==> src/rtl/rf_write_arbiter_pkg.sv <==
`default_nettype none
// ============================================================================
// Module : rf_arb_pkg
// Brief  : Shared constants and write-entry type for the register-file
//          write arbiter.
// Rev    : 1.0  initial release
// ============================================================================
package rf_arb_pkg;

    localparam int REGW         = 2;
    localparam int WR_DW        = 8;
    localparam int SRC_WB       = 0;
    localparam int SRC_DM       = 1;
    localparam int SRC_DE       = 2;
    localparam int STALL_MARGIN = 3;

    // Field is 'addr' because 'reg' is a reserved word.
    typedef struct packed {
        logic [REGW-1:0]  addr;
        logic [WR_DW-1:0] data;
    } wr_entry_t;

endpackage
`default_nettype wire

==> src/rtl/rf_write_arbiter_if.sv <==
`default_nettype none
// ============================================================================
// Module : rf_write_arbiter_if
// Brief  : Writer requests, decode read probe and Regfile write port bundle.
// Rev    : 1.0  initial release
// ============================================================================
interface rf_write_arbiter_if #(
    parameter int DW   = 8,
    parameter int NREG = 4
);
    logic                       wb_req;
    logic [rf_arb_pkg::REGW-1:0] wb_reg;
    logic [DW-1:0]              wb_data;
    logic                       dm_req;
    logic [rf_arb_pkg::REGW-1:0] dm_reg;
    logic [DW-1:0]              dm_data;
    logic                       de_req;
    logic [rf_arb_pkg::REGW-1:0] de_reg;
    logic [DW-1:0]              de_data;
    logic                       rd_valid;
    logic [rf_arb_pkg::REGW-1:0] rd_ra;
    logic [rf_arb_pkg::REGW-1:0] rd_rb;
    logic                       rf_we;
    logic [rf_arb_pkg::REGW-1:0] rf_waddr;
    logic [DW-1:0]              rf_wdata;
    logic [NREG-1:0]            pend;
    logic                       hazard;
    logic                       stall;
    logic                       ovf_err;

    modport master (
        output wb_req, wb_reg, wb_data, dm_req, dm_reg, dm_data,
               de_req, de_reg, de_data, rd_valid, rd_ra, rd_rb,
        input  rf_we, rf_waddr, rf_wdata, pend, hazard, stall, ovf_err
    );

    modport slave (
        input  wb_req, wb_reg, wb_data, dm_req, dm_reg, dm_data,
               de_req, de_reg, de_data, rd_valid, rd_ra, rd_rb,
        output rf_we, rf_waddr, rf_wdata, pend, hazard, stall, ovf_err
    );
endinterface
`default_nettype wire

==> src/rtl/rf_write_arbiter_fifo.sv <==
`default_nettype none
// ============================================================================
// Module : rf_wr_fifo
// Brief  : Circular buffer accepting 0..3 pushes and at most one pop per cycle.
// Rev    : 1.0  initial release
// ============================================================================
module rf_wr_fifo
    import rf_arb_pkg::*;
#(
    parameter  int DEPTH = 4,
    localparam int CW    = $clog2(DEPTH + 1)
) (
    input  wire logic      clk,
    input  wire logic      reset,
    input  wire logic [1:0] push_cnt,
    input  wr_entry_t      push_data [3],
    input  wire logic      pop,
    output wr_entry_t      head,
    output logic [CW-1:0]  count,
    output logic [CW-1:0]  free
);
    localparam int PW = $clog2(DEPTH);

    wr_entry_t       r_mem [DEPTH];
    logic [PW-1:0]   r_rd_ptr;
    logic [PW-1:0]   r_wr_ptr;
    logic [CW-1:0]   r_count;

    // Modulo wrap keeps the buffer correct for non power-of-two depths.
    function automatic logic [PW-1:0] ptr_add(input logic [PW-1:0] p, input logic [31:0] k);
        logic [31:0] s;
        s = 32'(p) + k;
        return PW'(s % DEPTH);
    endfunction

    always_ff @(posedge clk) begin
        if (reset) begin
            r_rd_ptr <= '0;
            r_wr_ptr <= '0;
            r_count  <= '0;
        end else begin
            r_wr_ptr <= ptr_add(r_wr_ptr, 32'(push_cnt));
            if (pop) begin
                r_rd_ptr <= ptr_add(r_rd_ptr, 32'd1);
            end
            r_count <= r_count + CW'(push_cnt) - CW'(pop);
        end
    end

    always_ff @(posedge clk) begin
        if (!reset) begin
            for (int i = 0; i < 3; i++) begin
                if (2'(i) < push_cnt) begin
                    r_mem[ptr_add(r_wr_ptr, 32'(i))] <= push_data[i];
                end
            end
        end
    end

    assign head  = r_mem[r_rd_ptr];
    assign count = r_count;
    assign free  = CW'(DEPTH) - r_count;

endmodule
`default_nettype wire

==> src/rtl/rf_write_arbiter.sv <==
`default_nettype none
// ============================================================================
// Module : rf_write_arbiter
// Brief  : Serialises WB/DM/DE register writes onto the single Regfile port,
//          tracks pending writes per register for decode hazard detection.
// Rev    : 1.0  initial release
// ============================================================================
module rf_write_arbiter
    import rf_arb_pkg::*;
#(
    parameter int DEPTH = 4,
    parameter int DW    = WR_DW,
    parameter int NREG  = 4
) (
    input  wire logic         clk,
    input  wire logic         reset,
    rf_write_arbiter_if.slave bus
);
    localparam int CW   = $clog2(DEPTH + 1);
    localparam int CNTW = $clog2(DEPTH + 2);

    wr_entry_t         w_req_ent [3];
    logic [2:0]        w_req_v;
    wr_entry_t         w_ord [3];
    logic [1:0]        w_n_new;
    wr_entry_t         w_push [3];
    logic [1:0]        w_npush;
    logic [1:0]        w_accept;
    logic [CW:0]       w_space;
    logic              w_ovf;
    logic              w_pop;
    logic              w_sel_v;
    logic              w_bypass;
    wr_entry_t         w_sel;
    wr_entry_t         w_head;
    logic [CW-1:0]     w_count;
    logic [CW-1:0]     w_free;
    logic [CW-1:0]     w_count_nxt;
    logic [CNTW-1:0]   w_inc [NREG];
    logic [NREG-1:0]   w_dec;
    logic [NREG-1:0]   w_pend;

    logic              r_we;
    logic [REGW-1:0]   r_waddr;
    logic [DW-1:0]     r_wdata;
    logic              r_stall;
    logic              r_ovf;
    logic [CNTW-1:0]   r_cnt [NREG];

    // Compact the new requests into age order: WB oldest, DE youngest.
    always_comb begin
        w_req_v                 = '0;
        w_req_v[SRC_WB]         = bus.wb_req;
        w_req_v[SRC_DM]         = bus.dm_req;
        w_req_v[SRC_DE]         = bus.de_req;
        w_req_ent[SRC_WB]       = '{addr: bus.wb_reg, data: bus.wb_data};
        w_req_ent[SRC_DM]       = '{addr: bus.dm_reg, data: bus.dm_data};
        w_req_ent[SRC_DE]       = '{addr: bus.de_reg, data: bus.de_data};
        w_n_new                 = '0;
        for (int i = 0; i < 3; i++) begin
            w_ord[i] = '0;
        end
        for (int s = 0; s < 3; s++) begin
            if (w_req_v[s]) begin
                w_ord[w_n_new] = w_req_ent[s];
                w_n_new        = w_n_new + 2'd1;
            end
        end
    end

    always_comb begin
        w_pop    = (w_count != '0);
        w_sel_v  = 1'b0;
        w_bypass = 1'b0;
        w_sel    = '0;
        w_npush  = '0;
        for (int i = 0; i < 3; i++) begin
            w_push[i] = '0;
        end
        if (w_pop) begin
            w_sel_v = 1'b1;
            w_sel   = w_head;
            for (int i = 0; i < 3; i++) begin
                w_push[i] = w_ord[i];
            end
            w_npush = w_n_new;
        end else if (w_n_new != '0) begin
            w_sel_v   = 1'b1;
            w_bypass  = 1'b1;
            w_sel     = w_ord[0];
            w_push[0] = w_ord[1];
            w_push[1] = w_ord[2];
            w_npush   = w_n_new - 2'd1;
        end

        // Truncating the ordered push list drops the youngest requests first.
        w_space = {1'b0, w_free} + (CW+1)'(w_pop);
        w_ovf   = ((CW+1)'(w_npush) > w_space);
        if (w_ovf) begin
            w_accept = w_space[1:0];
        end else begin
            w_accept = w_npush;
        end
        w_count_nxt = w_count - CW'(w_pop) + CW'(w_accept);
    end

    always_comb begin
        for (int r = 0; r < NREG; r++) begin
            w_inc[r] = '0;
            w_dec[r] = r_we && (r_waddr == REGW'(r));
        end
        if (w_bypass) begin
            w_inc[w_sel.addr] = w_inc[w_sel.addr] + CNTW'(1);
        end
        for (int i = 0; i < 3; i++) begin
            if (2'(i) < w_accept) begin
                w_inc[w_push[i].addr] = w_inc[w_push[i].addr] + CNTW'(1);
            end
        end
    end

    rf_wr_fifo #(.DEPTH(DEPTH)) u_fifo (
        .clk       (clk),
        .reset     (reset),
        .push_cnt  (w_accept),
        .push_data (w_push),
        .pop       (w_pop),
        .head      (w_head),
        .count     (w_count),
        .free      (w_free)
    );

    always_ff @(posedge clk) begin
        if (reset) begin
            r_we    <= 1'b0;
            r_waddr <= '0;
            r_wdata <= '0;
            r_stall <= 1'b0;
            r_ovf   <= 1'b0;
            for (int r = 0; r < NREG; r++) begin
                r_cnt[r] <= '0;
            end
        end else begin
            r_we <= w_sel_v;
            if (w_sel_v) begin
                r_waddr <= w_sel.addr;
                r_wdata <= w_sel.data;
            end
            r_stall <= ((CW'(DEPTH) - w_count_nxt) < CW'(STALL_MARGIN));
            if (w_ovf) begin
                r_ovf <= 1'b1;
            end
            for (int r = 0; r < NREG; r++) begin
                r_cnt[r] <= r_cnt[r] + w_inc[r] - CNTW'(w_dec[r]);
            end
        end
    end

    // A register stays pending through its rf_we cycle; Regfile commits at that edge.
    always_comb begin
        w_pend = '0;
        for (int r = 0; r < NREG; r++) begin
            w_pend[r] = (r_cnt[r] != '0);
        end
    end

    assign bus.rf_we    = r_we;
    assign bus.rf_waddr = r_waddr;
    assign bus.rf_wdata = r_wdata;
    assign bus.pend     = w_pend;
    assign bus.hazard   = bus.rd_valid & (w_pend[bus.rd_ra] | w_pend[bus.rd_rb]);
    assign bus.stall    = r_stall;
    assign bus.ovf_err  = r_ovf;

endmodule
`default_nettype wire

==> src/flat_wrapper.sv <==
// flat-port wrapper written by rule: the top's interface ports become plain ports
module rf_write_arbiter_flat import rf_arb_pkg::*;
#(
    parameter int DEPTH = 4,
    parameter int DW    = WR_DW,
    parameter int NREG  = 4
)
  (clk, reset, bus_wb_req, bus_wb_reg, bus_wb_data, bus_dm_req, bus_dm_reg, bus_dm_data, bus_de_req, bus_de_reg, bus_de_data, bus_rd_valid, bus_rd_ra, bus_rd_rb, bus_rf_we, bus_rf_waddr, bus_rf_wdata, bus_pend, bus_hazard, bus_stall, bus_ovf_err);
  rf_write_arbiter_if #(.DW(DW), .NREG(NREG)) bus_i ();
  input  wire logic clk;
  input  wire logic reset;
  input wire logic [$bits(bus_i.wb_req)-1:0] bus_wb_req;
  input wire logic [$bits(bus_i.wb_reg)-1:0] bus_wb_reg;
  input wire logic [$bits(bus_i.wb_data)-1:0] bus_wb_data;
  input wire logic [$bits(bus_i.dm_req)-1:0] bus_dm_req;
  input wire logic [$bits(bus_i.dm_reg)-1:0] bus_dm_reg;
  input wire logic [$bits(bus_i.dm_data)-1:0] bus_dm_data;
  input wire logic [$bits(bus_i.de_req)-1:0] bus_de_req;
  input wire logic [$bits(bus_i.de_reg)-1:0] bus_de_reg;
  input wire logic [$bits(bus_i.de_data)-1:0] bus_de_data;
  input wire logic [$bits(bus_i.rd_valid)-1:0] bus_rd_valid;
  input wire logic [$bits(bus_i.rd_ra)-1:0] bus_rd_ra;
  input wire logic [$bits(bus_i.rd_rb)-1:0] bus_rd_rb;
  output wire logic [$bits(bus_i.rf_we)-1:0] bus_rf_we;
  output wire logic [$bits(bus_i.rf_waddr)-1:0] bus_rf_waddr;
  output wire logic [$bits(bus_i.rf_wdata)-1:0] bus_rf_wdata;
  output wire logic [$bits(bus_i.pend)-1:0] bus_pend;
  output wire logic [$bits(bus_i.hazard)-1:0] bus_hazard;
  output wire logic [$bits(bus_i.stall)-1:0] bus_stall;
  output wire logic [$bits(bus_i.ovf_err)-1:0] bus_ovf_err;
  assign bus_i.wb_req = bus_wb_req;
  assign bus_i.wb_reg = bus_wb_reg;
  assign bus_i.wb_data = bus_wb_data;
  assign bus_i.dm_req = bus_dm_req;
  assign bus_i.dm_reg = bus_dm_reg;
  assign bus_i.dm_data = bus_dm_data;
  assign bus_i.de_req = bus_de_req;
  assign bus_i.de_reg = bus_de_reg;
  assign bus_i.de_data = bus_de_data;
  assign bus_i.rd_valid = bus_rd_valid;
  assign bus_i.rd_ra = bus_rd_ra;
  assign bus_i.rd_rb = bus_rd_rb;
  assign bus_rf_we = bus_i.rf_we;
  assign bus_rf_waddr = bus_i.rf_waddr;
  assign bus_rf_wdata = bus_i.rf_wdata;
  assign bus_pend = bus_i.pend;
  assign bus_hazard = bus_i.hazard;
  assign bus_stall = bus_i.stall;
  assign bus_ovf_err = bus_i.ovf_err;
  rf_write_arbiter #(.DEPTH(DEPTH), .DW(DW), .NREG(NREG)) u_core (.clk(clk), .reset(reset), .bus(bus_i));
endmodule
==> config.mk <==
export PLATFORM = sky130hd
export DESIGN_NAME = rf_write_arbiter_flat
export DESIGN_NICKNAME = d
export VERILOG_FILES = /design/src/rtl/rf_write_arbiter_pkg.sv /design/src/rtl/rf_write_arbiter_if.sv /design/src/rtl/rf_write_arbiter_fifo.sv /design/src/rtl/rf_write_arbiter.sv /design/src/flat_wrapper.sv
export SDC_FILE = /design/constraint.sdc
export NUM_CORES = 1
export LEC_CHECK = 0
export ABC_AREA = 1
export CAP_MARGIN = 20
export CORE_MARGIN = 4
export CORE_UTILIZATION = 60
export DETAILED_ROUTE_END_ITERATION = 6
export GPL_TIMING_DRIVEN = 0
export PLACE_DENSITY_LB_ADDON = 0.12
export SYNTH_ARGS = -nofsm -noshare
export SYNTH_HDL_FRONTEND = slang
export SYNTH_HIERARCHICAL = 1
export SYNTH_SLANG_ARGS = --single-unit
==> constraint.sdc <==
create_clock -name clk -period 15.8 [get_ports clk]
set_clock_uncertainty 0.1 [all_clocks]
set_input_delay 3.16 -clock clk [delete_from_list [all_inputs] [get_ports clk]]
set_output_delay 3.16 -clock clk [all_outputs]
set_load 0.01 [all_outputs]
### After elaboration in Yosys (flattened, before gate mapping)

Memory sizes are Yosys's and may differ from the RTL's. A register that Yosys moved wholly into a read port is not among the register bits.
Cells that the tools add are included.

| storage, ports and cells | value |
|---|---|
| register bits | 20 |
| memory bits (writable) | 52 |
| input bits | 40 |
| output and inout port bits | 18 |
| logic and storage cells | 160 |
| memories kept | 2 |

| cells by class | value |
|---|---|
| add/sub/neg operators | 26 |
| $lt $le $gt $ge | 19 |
| equal/unequal tests | 3 |
| muxes and demuxes | 72 |
| bitwise operators | 13 |
| reduce and logical (&&, ||, !) cells | 17 |

Memory list:

| memory | depth | width | rd ports | clocked after memory_dff | wr ports | RTL line | RTL |
|---|---|---|---|---|---|---|---|
| u_core.u_fifo.r_mem | 4 | 10 | 1 | 1 | 3 | rf_write_arbiter_fifo.sv:24 | `wr_entry_t r_mem [DEPTH];` |
| u_core.r_cnt | 4 | 3 | 4 | 0 | 4 | rf_write_arbiter.sv:48 | `logic [CNTW-1:0] r_cnt [NREG];` |

Operators with widths:

| kind | number |
|---|---|
| $bwmux 30 | 2 |
| $mux 10 | 6 |
| $mux 30 | 2 |
| $mux 12 | 4 |
| $mux 3 | 16 |
| $demux 10 s2 | 2 |
| $mux 20 | 2 |
| $bwmux 12 | 3 |
| $bmux 3 s2 | 4 |
| $demux 3 s2 | 4 |
| $ge 3x3->1 const B | 6 |
| $lt 3x1->1 const B | 6 |
| $mux 1 | 18 |
| $sub 3x1->3 | 6 |
| $not 2->3 | 5 |
| $reduce_bool 3->1 | 5 |
| $mux 2 | 7 |
| $add 3x1->3 const B | 4 |
| $add 3x3->3 | 4 |
| $and 12x12->12 | 1 |
| $logic_and 1x1->1 | 10 |
| $add 2x1->2 const B | 3 |
| $add 3x2->3 | 2 |
| $lt 2x3->1 const B | 2 |
| other kinds (18) | 26 |

### Depth between registers and ports, before layout

| depth | value |
|---|---|
| depth after elaboration | 40 |
| depth in mapped cells | 39 |
| depth with buffers taken out | 38 |

### By module

Netlist, hierarchy kept.

By module, submodules not included:

| module | instances | cells an instance | area an instance (um^2) | seq. area each (um^2) |
|---|---|---|---|---|
| rf_write_arbiter | 1 | 529 | 3181.8 | 500.5 |
| rf_wr_fifo | 1 | 415 | 3051.7 | 1381.3 |

### Least setup slack after synthesis

Ideal clock, no wire load.

| path | value |
|---|---|
| kind | in2reg |
| start point | input bus_wb_req |
| end point | memory u_core/r_cnt[0][2] in the netlist's numbering |
| setup time | 115 ps |
| data arrival time | 8055 ps |
| data required time | 15585 ps |
| setup slack | 7530 ps |
| stages | 34 |
| buffers on the path | 1 |
| cell sequence | buf_2 inv_1 ha_1 inv_1 nand2_1 nand2_2 nand2_1 nand2_1 inv_1 ha_1 nand2_1 a21boi_0 nand3_1 nand2_1 nand2_1 nand2_1 nand2_1 a22o_1 a221oi_1 ha_1 o31ai_1 nand2_1 nand2_1 nor2_1 ha_1 o21ai_0 ha_1 inv_1 fa_1 xnor2_1 xnor2_1 nand3_1 nand2_1 nor2_1 |

RTL lines:

| item | RTL line | RTL |
|---|---|---|
| from (decl) | flat_wrapper.sv:12 | `input wire logic [$bits(bus_i.wb_req)-1:0] bus_wb_req;` |
| to (decl) | rf_write_arbiter.sv:48 |  |

==> summary.md <==
| Metric | Value |
|---|---|
| Status | `finished clean` |
| Syn Std Cell Area | `6230 µm²` |
| Initial antenna violation count | `0` |
| PostCTS Resize Cnt | `0` |
| CTS Buf Count | `9` |
| Synth Instances | `944` |
| Top Family by Delay on Critical Path | `adder cells` |
| Hold Startpoint | `u_core/u_fifo/r_rd_ptr[1]` |
| Max Fclk | `106 MHz` |
| Post-synth EDFFs | `40` |
| Worst-skew pair later-pin latency | `0.36 ns` |
| DRT Pass-1 Iters | `6` |
| First-pass GRT wire length | `29.7 mm` |
| CTS Buffer Depth | `2` |
| Via Count | `6523` |
| CORE AREA | `9950 µm²` |
| Internal Power | `861 µW` |
| Starting Density | `0.626` |
| Hold Path Sink | `u_core/u_fifo/r_rd_ptr[1]` |
| CP arrival | `9.60 ns` |
| Unique cell type count in the Yosys netlist | `43` |
| CP bufs+invs | `5` |
| FP Rows | `36` |
| Syn_nets | `1016` |
| Leak | `3.37 nW` |
| H-Tree Depth | `3` |
| Vias per std cell | `5.68` |
| TNS Setup | `0 ns` |
| Slowest cell on the critical path | `clkdlybuf4s50_1` |
| FF-to-FF Start | `u_core/u_fifo/count[2]` |
| DIE WIDTH | `110 µm` |
| CP endpoint kind | `flop` |
| Max Cap Viol | `0` |
| GR Overflow Total | `0` |
| Hold slack final | `0.350 ns` |
| Area grow syn2layout | `15.0%` |
| Critical path class | `primary input to flop` |
| Reg power frac | `0.205` |
| Post-CTS setup repair buffer count | `0` |
| Hold Path Class | `flop to flop` |
| Hold depth | `1` |
| Total track usage | `0.322` |
| Crit path largest cell delay | `0.59 ns` |
| Switching power | `960 µW` |
| Antenna fix cells | `0` |
| Post-synth ARST share | `0` |
| Top post-synthesis cells by area | `edfxtp_1, nand2_1, dfxtp_1` |
| Share of cells above drive strength 1 | `0.0748` |
| Avg WL per Cell | `16.2 µm` |
| Slew @ Worst Pin | `0.909 ns` |
| Post-CTS Hold Fix Bufs | `0` |
| Most frequent CP cell | `nand2_1` |
| PwrDens | `254 nW/µm²` |
| Yosys warnings | `6` |
| Num ports | `58` |
| Final worst path period share | `0.599` |
| Area leader, netlist | `edfxtp_1` |
| Max rail drop VDD | `0.000178 V` |
| CP Depth | `35` |
| Worst r2r dst | `u_core/r_cnt[0][2]` |
| CTS tree | `done` |
| Sequential cell area fraction in the yosys report | `0.302` |
| Clock network fraction of design power | `0.087` |
| # setup viols final | `0` |
| Worst EP required | `15.95 ns` |
| Logic pwr share | `0.708` |
| Sinks on the clock net | `74` |
| Relative slew slack | `0.389` |
| Final layout net count | `1083` |
| Max-slew violations | `0` |
| Synth Flop Type | `edfxtp_1` |
| Antenna-violating nets left | `0` |
| Fillers | `879` |
| Final hold violations | `0` |
| Reg2reg path depth | `31` |
| Iter 0 DRT Violations | `978` |
| Fin crit period | `9.46 ns` |
| Mean post-synth cell area | `6.60 µm²` |
| Share of the synthesized area in the top cell type | `0.193` |
| DRC | `0` |
| CTS root buffer | `clkbuf_8` |
| Die area | `12100 µm²` |
| Clk slew on worst S/H paths | `0.08 ns` |
| Worst setup SP type | `primary input` |
| Setup slack, reg-to-reg | `9.77 ns` |
| Drt total wl | `18.7 mm` |
| Buffers on Ports | `56` |
| GPL Wtd Cong | `1.04` |
| Sw Share | `0.527` |
| Synthesis-stage register bit count | `74` |
| RSZ-0062 raised after global routing | `false` |
| Worst Path Max Fanout | `10` |
| Final HPWL DP | `14.5 mm` |
| Largest net degree at the start of global routing | `16` |
| Die Ht | `110 µm` |
| Vias in the first global route | `5890` |
[registers in the layout, summed over array words and instances, names as in the netlist, named ones only]
name	cells
u_core/u_fifo/r_rd_ptr	2
u_core/bus.rf_wdata	8
u_core/bus.ovf_err	1
u_core/bus.rf_we	1
u_core/u_fifo/r_mem	40
u_core/u_fifo/r_wr_ptr	2
u_core/bus.stall	1
u_core/u_fifo/count	3
u_core/bus.rf_waddr	2
u_core/r_cnt	12
[synth_stat cells (2+ instances only)]
cell and count:
nand2_1 277, inv_1 123, nand3_1 117, nor2_1 80, o21ai_0 47, edfxtp_1 40, dfxtp_1 34, ha_1 26
a21oi_1 22, o22ai_1 18, nor3_1 15, buf_2 12, clkbuf_1 12, a22oi_1 11, xnor2_1 11, inv_2 9
nor2_2 9, buf_4 7, fa_1 6, nand2_2 6, a221o_1 5, clkinv_1 5, nand4_1 5, o32ai_1 5
a211oi_1 4, a2bb2oi_1 4, buf_6 4, nand3_2 4, nor2_4 4, o21ai_1 3, o21ai_4 3, a221oi_1 2
a31oi_1 2, buf_1 2, xor2_1 2
[worst max-delay path by stage]
stage / start / to
5_1_grt: bus_wb_req / u_core/r_cnt[0][2]
6_report: bus_wb_req / u_core/r_cnt[0][2]
3_5_place_dp: bus_wb_req / u_core/r_cnt[0][2]
4_1_cts: bus_wb_req / u_core/r_cnt[0][2]
2_1_floorplan: bus_wb_req / u_core/r_cnt[0][2]
3_3_place_gp: bus_wb_req / u_core/r_cnt[2][2]
[worst register-to-register path: cells and delay by family (launching register included)]
family	cells	cell delay, ns
AOI/OAI and AO/OA	5	1.30
xor gates and xnor gates	2	0.37
adders and majority gates	5	1.65
buffers and inverters	3	0.34
DFF	1	0.39
and+or+nand+nor	16	1.77
[metrics by stage]
stage	setup slack, ns	power [mW]	utilization	std cells	area, µm²
5_1_grt	5.64	2.01	0.720	1149	7170
2_1_floorplan	7.53	1.29	-	944	6230
6_report	6.34	1.82	0.720	1149	7170
4_1_cts	6.39	1.80	0.720	1149	7170
3_3_place_gp	6.18	1.60	0.699	1133	6960
3_5_place_dp	6.07	1.63	0.699	1133	6960
[power groups by stage]
stage	Combinational [mW]	Clock, mW	Sequential [mW]
floorplan	0.920	0	0.375
global placement	1.22	0	0.374
detailed placement	1.26	0	0.377
CTS	1.27	0.161	0.374
global route	1.46	0.168	0.383
finish	1.29	0.159	0.374
[per-layer routing]
| metal | share of wire | global-route usage | vias up |
|---|---|---|---|
| met5 | 0 | 0 | - |
| met4 | 0.023 | 0.0899 | 0 |
| met3 | 0.11 | 0.0752 | 36 |
| met2 | 0.43 | 0.474 | 363 |
| met1 | 0.44 | 0.471 | 2899 |
| li1 | - | - | 3225 |
[logic make-up (layout without fill, tap and decap cells)]
kind of cell / count (synthesis) / count (layout) / share of synthesized area
buffers and inverters: 174 / 246 / 0.116
xor gates and xnor gates: 13 / 13 / 0.0183
and+or+nand+nor: 519 / 519 / 0.357
DFF: 74 / 74 / 0.302
AOI/OAI and AO/OA: 132 / 132 / 0.135
adders and majority gates: 32 / 32 / 0.0715
[cell type report]
type / count / area (µm²) / area share
Buffer: 37 / 210 / 0.0293
Clock buffer: 9 / 124 / 0.0173
Clock inverter: 7 / 83.8 / 0.0117
Inverter: 137 / 514 / 0.0717
Multi-Input combinational cell: 696 / 3630 / 0.506
Sequential cell: 74 / 1880 / 0.263
Tap cell: 133 / 166 / 0.0232
Timing Repair Buffer: 56 / 561 / 0.0782
[cells in the final DEF, fill, tap and decap left out, types with 4 or more instances in the layout]
cell type        netlist  final
nand2_1              277    277
inv_1                123    123
nand3_1              117    117
nor2_1                80     80
clkdlybuf4s50_1        0     56
o21ai_0               47     47
edfxtp_1              40     40
dfxtp_1               34     34
ha_1                  26     26
a21oi_1               22     22
o22ai_1               18     18
nor3_1                15     15
buf_2                 12     12
clkbuf_1              12     12
xnor2_1               11     11
a22oi_1               11     11
clkbuf_8               0      9
nor2_2                 9      9
inv_2                  9      9
buf_4                  7      7
nand2_2                6      6
fa_1                   6      6
nand4_1                5      5
a221o_1                5      5
o32ai_1                5      5
clkinv_1               5      5
nor2_4                 4      4
buf_6                  4      4
nand3_2                4      4
a211oi_1               4      4
a2bb2oi_1              4      4
Power figures use the tool's default switching activity.
